--- config.mk ---
export PLATFORM = sky130hd
export DESIGN_NAME = seq_right_shifter_flat
export DESIGN_NICKNAME = d
export VERILOG_FILES = /design/src/rtl/seq_right_shifter_if.sv /design/src/rtl/seq_right_shifter.sv /design/src/flat_wrapper.sv
export SDC_FILE = /design/constraint.sdc
export NUM_CORES = 1
export LEC_CHECK = 0
export CAP_MARGIN = 10
export CORE_MARGIN = 1.5
export CORE_UTILIZATION = 44
export CTS_BUF_LIST = sky130_fd_sc_hd__clkbuf_16
export DETAILED_ROUTE_END_ITERATION = 6
export DONT_BUFFER_PORTS = 1
export RECOVER_POWER = 100
export SYNTH_ARGS = -nofsm -noshare
export SYNTH_HDL_FRONTEND = slang
export SYNTH_SLANG_ARGS = --single-unit
--- constraint.sdc ---
create_clock -name clk -period 4.3 [get_ports clk]
set_input_delay 0 -clock clk [delete_from_list [all_inputs] [get_ports clk]]
set_output_delay 0 -clock clk [all_outputs]
set_load 0.02 [all_outputs]
--- src/rtl/seq_right_shifter_if.sv ---
// Handshake and data bundle for seq_right_shifter.
//   start     : request a new operation (sampled only while idle)
//   a         : operand, sampled with start
//   shift_amt : shift distance, sampled with start
//   mode      : 00 logical, 01 arithmetic, 10 rotate right, 11 as logical
//   busy      : operation in progress
//   done      : one-cycle pulse, y holds the new result
//   y         : registered result
// master drives the request side, slave is the shifter.
interface seq_right_shifter_if #(
  parameter int WIDTH   = 4,
  parameter int SHAMT_W = 2
);
  logic               start;
  logic [WIDTH-1:0]   a;
  logic [SHAMT_W-1:0] shift_amt;
  logic [1:0]         mode;
  logic               busy;
  logic               done;
  logic [WIDTH-1:0]   y;

  modport master (
    output start, a, shift_amt, mode,
    input  busy, done, y
  );

  modport slave (
    input  start, a, shift_amt, mode,
    output busy, done, y
  );
endinterface

--- src/rtl/seq_right_shifter.sv ---
// Iterative right shifter: one bit position per clock, logical, arithmetic
// or rotate. A start accepted in IDLE latches operand, distance and mode;
// the result lands on y together with a one-cycle done pulse and is held
// until the next operation completes.
// Ports:
//   clk   : system clock, rising edge
//   rst_n : asynchronous active-low reset
//   bus   : seq_right_shifter_if slave (start/a/shift_amt/mode in,
//           busy/done/y out)
module seq_right_shifter #(
  parameter int WIDTH   = 4,
  parameter int SHAMT_W = 2
) (
  input  logic               clk,
  input  logic               rst_n,
  seq_right_shifter_if.slave bus
);

  typedef enum logic [1:0] {
    IDLE,
    SHIFT,
    DONE
  } state_t;

  typedef enum logic [1:0] {
    MODE_LSR = 2'b00,
    MODE_ASR = 2'b01,
    MODE_ROR = 2'b10,
    MODE_RSV = 2'b11
  } shift_mode_t;

  state_t             state;
  shift_mode_t        mode_r;
  logic [WIDTH-1:0]   work;
  logic [SHAMT_W-1:0] cnt;
  logic [WIDTH-1:0]   shifted;
  logic               fill;

  // Bit entering at the MSB for one step of the latched mode.
  always_comb begin
    fill = 1'b0;
    case (mode_r)
      MODE_ASR: fill = work[WIDTH-1];
      MODE_ROR: fill = work[0];
      default:  fill = 1'b0;
    endcase
    shifted = {fill, work[WIDTH-1:1]};
  end

  always_ff @(posedge clk or negedge rst_n) begin
    if (!rst_n) begin
      state    <= IDLE;
      mode_r   <= MODE_LSR;
      work     <= '0;
      cnt      <= '0;
      bus.y    <= '0;
      bus.done <= 1'b0;
      bus.busy <= 1'b0;
    end else begin
      case (state)
        IDLE: begin
          bus.done <= 1'b0;
          if (bus.start) begin
            work     <= bus.a;
            cnt      <= bus.shift_amt;
            mode_r   <= shift_mode_t'(bus.mode);
            bus.busy <= 1'b1;
            if (bus.shift_amt == '0) begin
              // Zero distance skips SHIFT and publishes the operand directly.
              bus.y    <= bus.a;
              bus.done <= 1'b1;
              state    <= DONE;
            end else begin
              state <= SHIFT;
            end
          end
        end

        SHIFT: begin
          work <= shifted;
          cnt  <= cnt - SHAMT_W'(1);
          if (cnt == SHAMT_W'(1)) begin
            bus.y    <= shifted;
            bus.done <= 1'b1;
            state    <= DONE;
          end
        end

        DONE: begin
          bus.done <= 1'b0;
          bus.busy <= 1'b0;
          state    <= IDLE;
        end

        default: begin
          bus.done <= 1'b0;
          bus.busy <= 1'b0;
          state    <= IDLE;
        end
      endcase
    end
  end

endmodule

--- src/flat_wrapper.sv ---
// flat-port wrapper written by rule: the top's interface ports become plain ports
module seq_right_shifter_flat 
#(
  parameter int WIDTH   = 4,
  parameter int SHAMT_W = 2
)
  (clk, rst_n, bus_start, bus_a, bus_shift_amt, bus_mode, bus_busy, bus_done, bus_y);
  seq_right_shifter_if #(.WIDTH(WIDTH), .SHAMT_W(SHAMT_W)) bus_i ();
  input  logic clk;
  input  logic rst_n;
  input wire logic [$bits(bus_i.start)-1:0] bus_start;
  input wire logic [$bits(bus_i.a)-1:0] bus_a;
  input wire logic [$bits(bus_i.shift_amt)-1:0] bus_shift_amt;
  input wire logic [$bits(bus_i.mode)-1:0] bus_mode;
  output wire logic [$bits(bus_i.busy)-1:0] bus_busy;
  output wire logic [$bits(bus_i.done)-1:0] bus_done;
  output wire logic [$bits(bus_i.y)-1:0] bus_y;
  assign bus_i.start = bus_start;
  assign bus_i.a = bus_a;
  assign bus_i.shift_amt = bus_shift_amt;
  assign bus_i.mode = bus_mode;
  assign bus_busy = bus_i.busy;
  assign bus_done = bus_i.done;
  assign bus_y = bus_i.y;
  seq_right_shifter #(.WIDTH(WIDTH), .SHAMT_W(SHAMT_W)) u_core (.clk(clk), .rst_n(rst_n), .bus(bus_i));
endmodule
==> impl_metrics.ini, run 1 <==
[route]
firstDrtPassIters = 2
drt_wl_total_mm = 1.41
dr_total_vias = 484
drtIter0Drc = 3
route.detailed.drc = 0
drtAntennaViolNets = 0
avgRoutedWirePerCell_microns = 15.6
viasPerCell = 5.38

[critical_path]
path_max_fanout = 8
slowest_stage = or4b_2
slowest_delay_ns = 0.63
crit_required_ns = 4.43
critPathKind = reg2reg
cp_num_buf_inv = 0
start_kind = flop
arrival_ns = 2.29
crit_chain = or4b_2, a21oi_1, mux2_2
cp-end-kind = flop
cp_top_family = simple AND/OR/NAND/NOR gates

[clock_network]
cts_max_level = 1
path_clk_slew_ns = 0.05
clk_latency_ns = 0.24
clockRootBuffer = clkbuf_16
cts_buffer_depth = 2
cts_made_buffers = 3
cts_sinks = 16
cts_resized = 0
cts_tree = built

[timing]
fmax_ghz = 0.463
fin_tns_setup_ns = 0
relSlewSlack = 0.514
hold_viol_final = 0
skew_ns = 0.00198
setup-violations-final = 0
maxSlewViolCount = 0
fin_crit_ns = 2.16
fin_crit_sh = 0.502
worst_pin_slew_ns = 0.727
rsz0062_at_grt = no

[power_and_ir_drop]
vdd_drop_max_uv = 366
p_int_w = 0.000475
clkPwrFrac = 0.242
switching_share = 0.351
seqPwrFrac = 0.435
p_switching_w = 0.000256
power.total_w = 0.000731
p_leak_nw = 0.421
combPwrFrac = 0.323
powerDensity_nw_per_um2 = 797

[min_path]
min_path_type = in2reg

[global_routing]
grt_pass1_vias = 511
grt_usage = 0.169
grt_pass1_wl_mm = 2.33
grt.overflow.total = 0
antenna_found_initial = 0
grt_max_degree = 17

[floorplanning]
rows = 15
die_x_microns = 45.1
die_y_microns = 45.1
boundaryPins = 17
coreArea_sq_um = 1690
start_util = 0.461
dieArea_sq_um = 2030

[placement]
port_buffers = 0
routabilityCongestion = 0.712
placedCellCount = 80
place_hpwl_microns = 922

[layout]
n_antenna_cell = 0
drive_gt1_frac = 0.151
nNetsFinal = 89
area_growth_pct = 17.7
final_cells = 90
finalCoreUtilization = 0.543

[synth]
synth_seq_cells = 16
synth_top_family_by_area = multiplexers
synth_seq_area_share = 0.514
synthDistinctLibCells = 22
syn_nets = 79
synth_compound_area_frac = 0.109
netlist_area_sq_um = 779
yosys.area_share.simple = 0.0995
syn_avg_cell_area_sq_um = 12.0
synth_fa_ha_area_frac = 0.0482
syn_inst = 65
synth_mux_area_frac = 0.188
yosysWarnings = 0
synth_xor_area_frac = 0

[status]
outcome = complete, no violations

[job]
cap_violations = 0
## path summary, 6_finish.rpt
kind                                  from              end  slack [ns]  cells after the start
min                               bus_a[2]  u_core.bus.y[2]        0.04                      2
max reg2reg                u_core.state[0]  u_core.bus.y[3]        2.14                      3
min reg2reg                 u_core.work[0]   u_core.work[0]        0.49                      2
max in group asynchronous            rst_n  u_core.state[1]        3.58                      1
min in group asynchronous            rst_n    u_core.cnt[1]        0.26                      1
max                        u_core.state[0]  u_core.bus.y[3]        2.14                      3
## registers in the layout, summed over array words and instances, names as in the netlist
signal / cells
u_core.cnt: 2
u_core.state: 2
u_core.mode_r: 2
u_core.bus.y: 4
u_core.bus.done: 1
u_core.bus.busy: 1
u_core.work: 4
## power groups by stage
stage / combinational, W / clock, W / sequential [W]
CTS: 0.000252 / 0.000180 / 0.000321
global route: 0.000271 / 0.000185 / 0.000332
finish: 0.000236 / 0.000177 / 0.000318
floorplan: 0.000220 / 0 / 0.000300
global placement: 0.000240 / 0 / 0.000321
detailed placement: 0.000242 / 0 / 0.000322
## layout make-up
type                       instances  area [sq um]
fill                             156           772
multi-input combinational         41           328
clock buffer                       3          75.1
timing repair buffer               7          70.1
inverter                           6          22.5
tap                               17          21.3
sequential                        16           400
## per-stage QoR
stage | setup WS, ns | hold WS [ns] | instance area, sq um
global route | 2.01 | 0.0598 | 917
detailed placement | 2.55 | -0.295 | 791
global placement | 2.60 | -0.295 | 791
finish | 2.14 | 0.0401 | 917
floorplan | 2.73 | -0.296 | 779
CTS | 2.55 | 0.0120 | 936
## what timing repair did
item	in CTS	in global routing
hold buffers	7	0
buffers inserted	0	0
endpoints found under the hold margin	23	0
## logic make-up after synthesis
logic type,after synthesis
adders and majority gates,3
buffers and inverters,8
and+or+nand+nor,14
muxes,13
AOI/OAI and AO/OA,11
DFF,16
## cell usage after synthesis (all sizes together)
| library cell | instances | area share |
|---|---|---|
| a22o | 2 | 0.022 |
| nor2 | 3 | 0.014 |
| o21bai | 1 | 0.0096 |
| nor2b | 2 | 0.016 |
| mux2i | 6 | 0.077 |
| nand2b | 1 | 0.0080 |
| a31o | 1 | 0.011 |
| ha | 3 | 0.048 |
| nand2 | 5 | 0.024 |
| clkbuf | 1 | 0.0064 |
| inv | 6 | 0.029 |
| and2b | 1 | 0.0096 |
| mux2 | 7 | 0.11 |
| buf | 1 | 0.0064 |
| dfrtp | 16 | 0.51 |
| a21oi | 2 | 0.027 |
| nor3b | 1 | 0.0096 |
| o21ai | 4 | 0.026 |
| or4b | 1 | 0.018 |
| a221o | 1 | 0.013 |
## per-layer routing
metal,GRT usage,up-vias,part of all wire
met1,0.213,230,0.47
li1,-,240,-
met3,0.0400,4,0.036
met2,0.251,10,0.47
met5,0,-,0
met4,0.124,0,0.029
## cell usage in the layout (no fill, tap or decap), types with 3 or more instances in the layout
cell / count
mux2_2: 5
ha_1: 3
nor2_1: 3
dfrtp_1: 16
mux2i_1: 6
o21ai_0: 4
inv_1: 6
nand2_1: 5
clkbuf_16: 3
dlygate4sd3_1: 7
## worst register-to-register path: cells and delay by family (launching register included)
| family | cells | cell delay, ns |
|---|---|---|
| AOI/OAI and AO/OA | 1 | 0.58 |
| DFF | 1 | 0.44 |
| muxes | 1 | 0.40 |
| and+or+nand+nor | 1 | 0.63 |
Power figures use the tool's default switching activity.
==> inputs of run 2 (changes only) <==
- ABC_AREA: unset -> 1
- clock period: 4.3 -> 2.2 ns (I/O delays scaled with it)
==> impl_metrics.ini, run 2 <==
[status]
outcome = complete, no violations

[critical_path]
start_kind = flop
arrival_ns = 1.75
cp-end-kind = flop
crit_required_ns = 2.38
path_max_fanout = 9
critPathKind = reg2reg

[synth]
synth_seq_area_share = 0.529
yosysMostFrequentCell = nand2_1
synthArstFlopShare = 1.00
yosysTopAreaCellShare = 0.529
synth_common_cells = nand2_1, dfrtp_1, inv_1
syn_avg_cell_area_sq_um = 7.97
netlist_area_sq_um = 757
synth_edf_count = 0
ys.flop_type = dfrtp_1
synth_seq_cells = 16
yosysWarnings = 0
syn_nets = 109
netlist_top_cells_area = dfrtp_1, nand2_1, ha_1
syn_inst = 95
synth_top_area_cell = dfrtp_1
synthDistinctLibCells = 12

[layout]
area_growth_pct = 20.0
n_antenna_cell = 0
final_cell_mix = nand2_1, dfrtp_1, inv_1, dlygate4sd3_1, nand3_1
finalCoreUtilization = 0.583
final_common_cell = nand2_1
nNetsFinal = 120
drive_gt1_frac = 0.0476
largestRegisters = u_core.bus.y (4), u_core.work (4)
stdcell_area_sq_um = 908
final_cells = 121

[timing]
skew_ns = 0.00102
relSlewSlack = 0.519
maxSlewViolCount = 0
fin_crit_ns = 1.57
worst_pin_slew_ns = 0.719
fmax_ghz = 0.636
fin_tns_setup_ns = 0
hold_viol_final = 0
fin_crit_sh = 0.714
rsz0062_at_grt = no
setup-violations-final = 0

[route]
route.detailed.drc = 0
drt_wl_total_mm = 1.59
drtAntennaViolNets = 0
viasPerCell = 5.12
firstDrtPassIters = 3
avgRoutedWirePerCell_microns = 13.1
drtIter0Drc = 9
dr_total_vias = 619

[global_routing]
grt.overflow.total = 0
grt_usage = 0.194
antenna_found_initial = 0
grt_pass1_wl_mm = 2.74
grt_max_degree = 17
grt_pass1_vias = 649

[power_and_ir_drop]
clkPwrFrac = 0.240
switching_share = 0.416
seqPwrFrac = 0.413
vdd_drop_max_uv = 600
p_int_w = 0.000841
p_switching_w = 0.000600
powerDensity_nw_per_um2 = 1590
power.total_w = 0.00144
combPwrFrac = 0.346
p_leak_nw = 0.498

[placement]
port_buffers = 0
place_hpwl_mm = 1.13
dpl_cell_area_sq_um = 777
placedCellCount = 111
routabilityCongestion = 0.848

[floorplanning]
boundaryPins = 17
die_y_microns = 44.5
rows = 14
coreArea_sq_um = 1560
start_util = 0.486
dieArea_sq_um = 1980
die_x_microns = 44.5

[clock_network]
cts_resized = 0
cts_made_buffers = 3
cts_setup_buffers = 0
cts_tree = built
clk_latency_ns = 0.24
cts_buffer_depth = 2
cts_max_level = 1
path_clk_slew_ns = 0.05
cts_sinks = 16
clockRootBuffer = clkbuf_16

[min_path]
min_path_type = in2reg

[job]
cap_violations = 0
run 2: per-layer routing:
metal | part of all wire | vias up | wire (microns) | track usage
met1 | 0.46 | 289 | 733 | 0.240
met2 | 0.48 | 13 | 757 | 0.319
li1 | - | 313 | - | -
met3 | 0.045 | 4 | 71 | 0.0408
met4 | 0.015 | 0 | 23 | 0.0909
met5 | 0 | - | 0 | 0
run 2: metrics by stage:
stage / hold slack, ns / setup slack (ns)
finish: 0.00486 / 0.629
global route: 0.0295 / 0.483
CTS: 0.00482 / 1.00
detailed placement: -0.295 / 1.01
global placement: -0.295 / 1.02
floorplan: -0.296 / 1.14
run 2: worst max-delay path: stages, from the launching register on:
cell and delay [ns]:
dfrtp_1 0.40, nor2_1 0.06, nor2_1 0.43, inv_1 0.28, nor2_4 0.21, nand2_1 0.07, nand2_1 0.06
run 2: timing repair:
| item | in CTS | in global routing |
|---|---|---|
| hold endpoints to repair | 21 | 0 |
| hold buffers | 6 | 0 |
| setup endpoints to repair | 0 | 0 |
run 2: logic make-up after synthesis:
kind of cell / Yosys count / share of synthesized area
simple gates: 62 / 0.339
fa+ha+maj: 3 / 0.0496
flops: 16 / 0.529
compound gates: 6 / 0.0430
buf+inv: 8 / 0.0397
run 2: final timing paths:
check,start,to,slack [ns],cells past startpoint
worst max register to register,u_core.state[0],u_core.bus.y[0],0.63,6
worst max-delay path,u_core.state[0],u_core.bus.y[0],0.63,6
max in group asynchronous,rst_n,u_core.bus.busy,1.49,1
min in group asynchronous,rst_n,u_core.state[1],0.26,1
worst min register to register,u_core.work[0],u_core.work[0],0.48,2
worst min-delay path,bus_a[2],u_core.bus.y[2],0.005,4
run 2: cell type report:
class                   instances  area [sq um]
clock buffers                   3          75.1
clock inverters                 1          3.75
fillers                       157           651
inverters                       8          30.0
multi-input cells              71           319
flip-flops and latches         16           400
well taps                      16          20.0
repair buffers                  6          60.1
run 2: power groups by stage:
stage	logic (W)	registers (W)	clock network, W
4_1_cts	0.000516	0.000602	0.000351
3_5_place_dp	0.000498	0.000602	0
2_1_floorplan	0.000399	0.000576	0
3_3_place_gp	0.000489	0.000600	0
5_1_grt	0.000588	0.000613	0.000364
6_report	0.000499	0.000596	0.000346
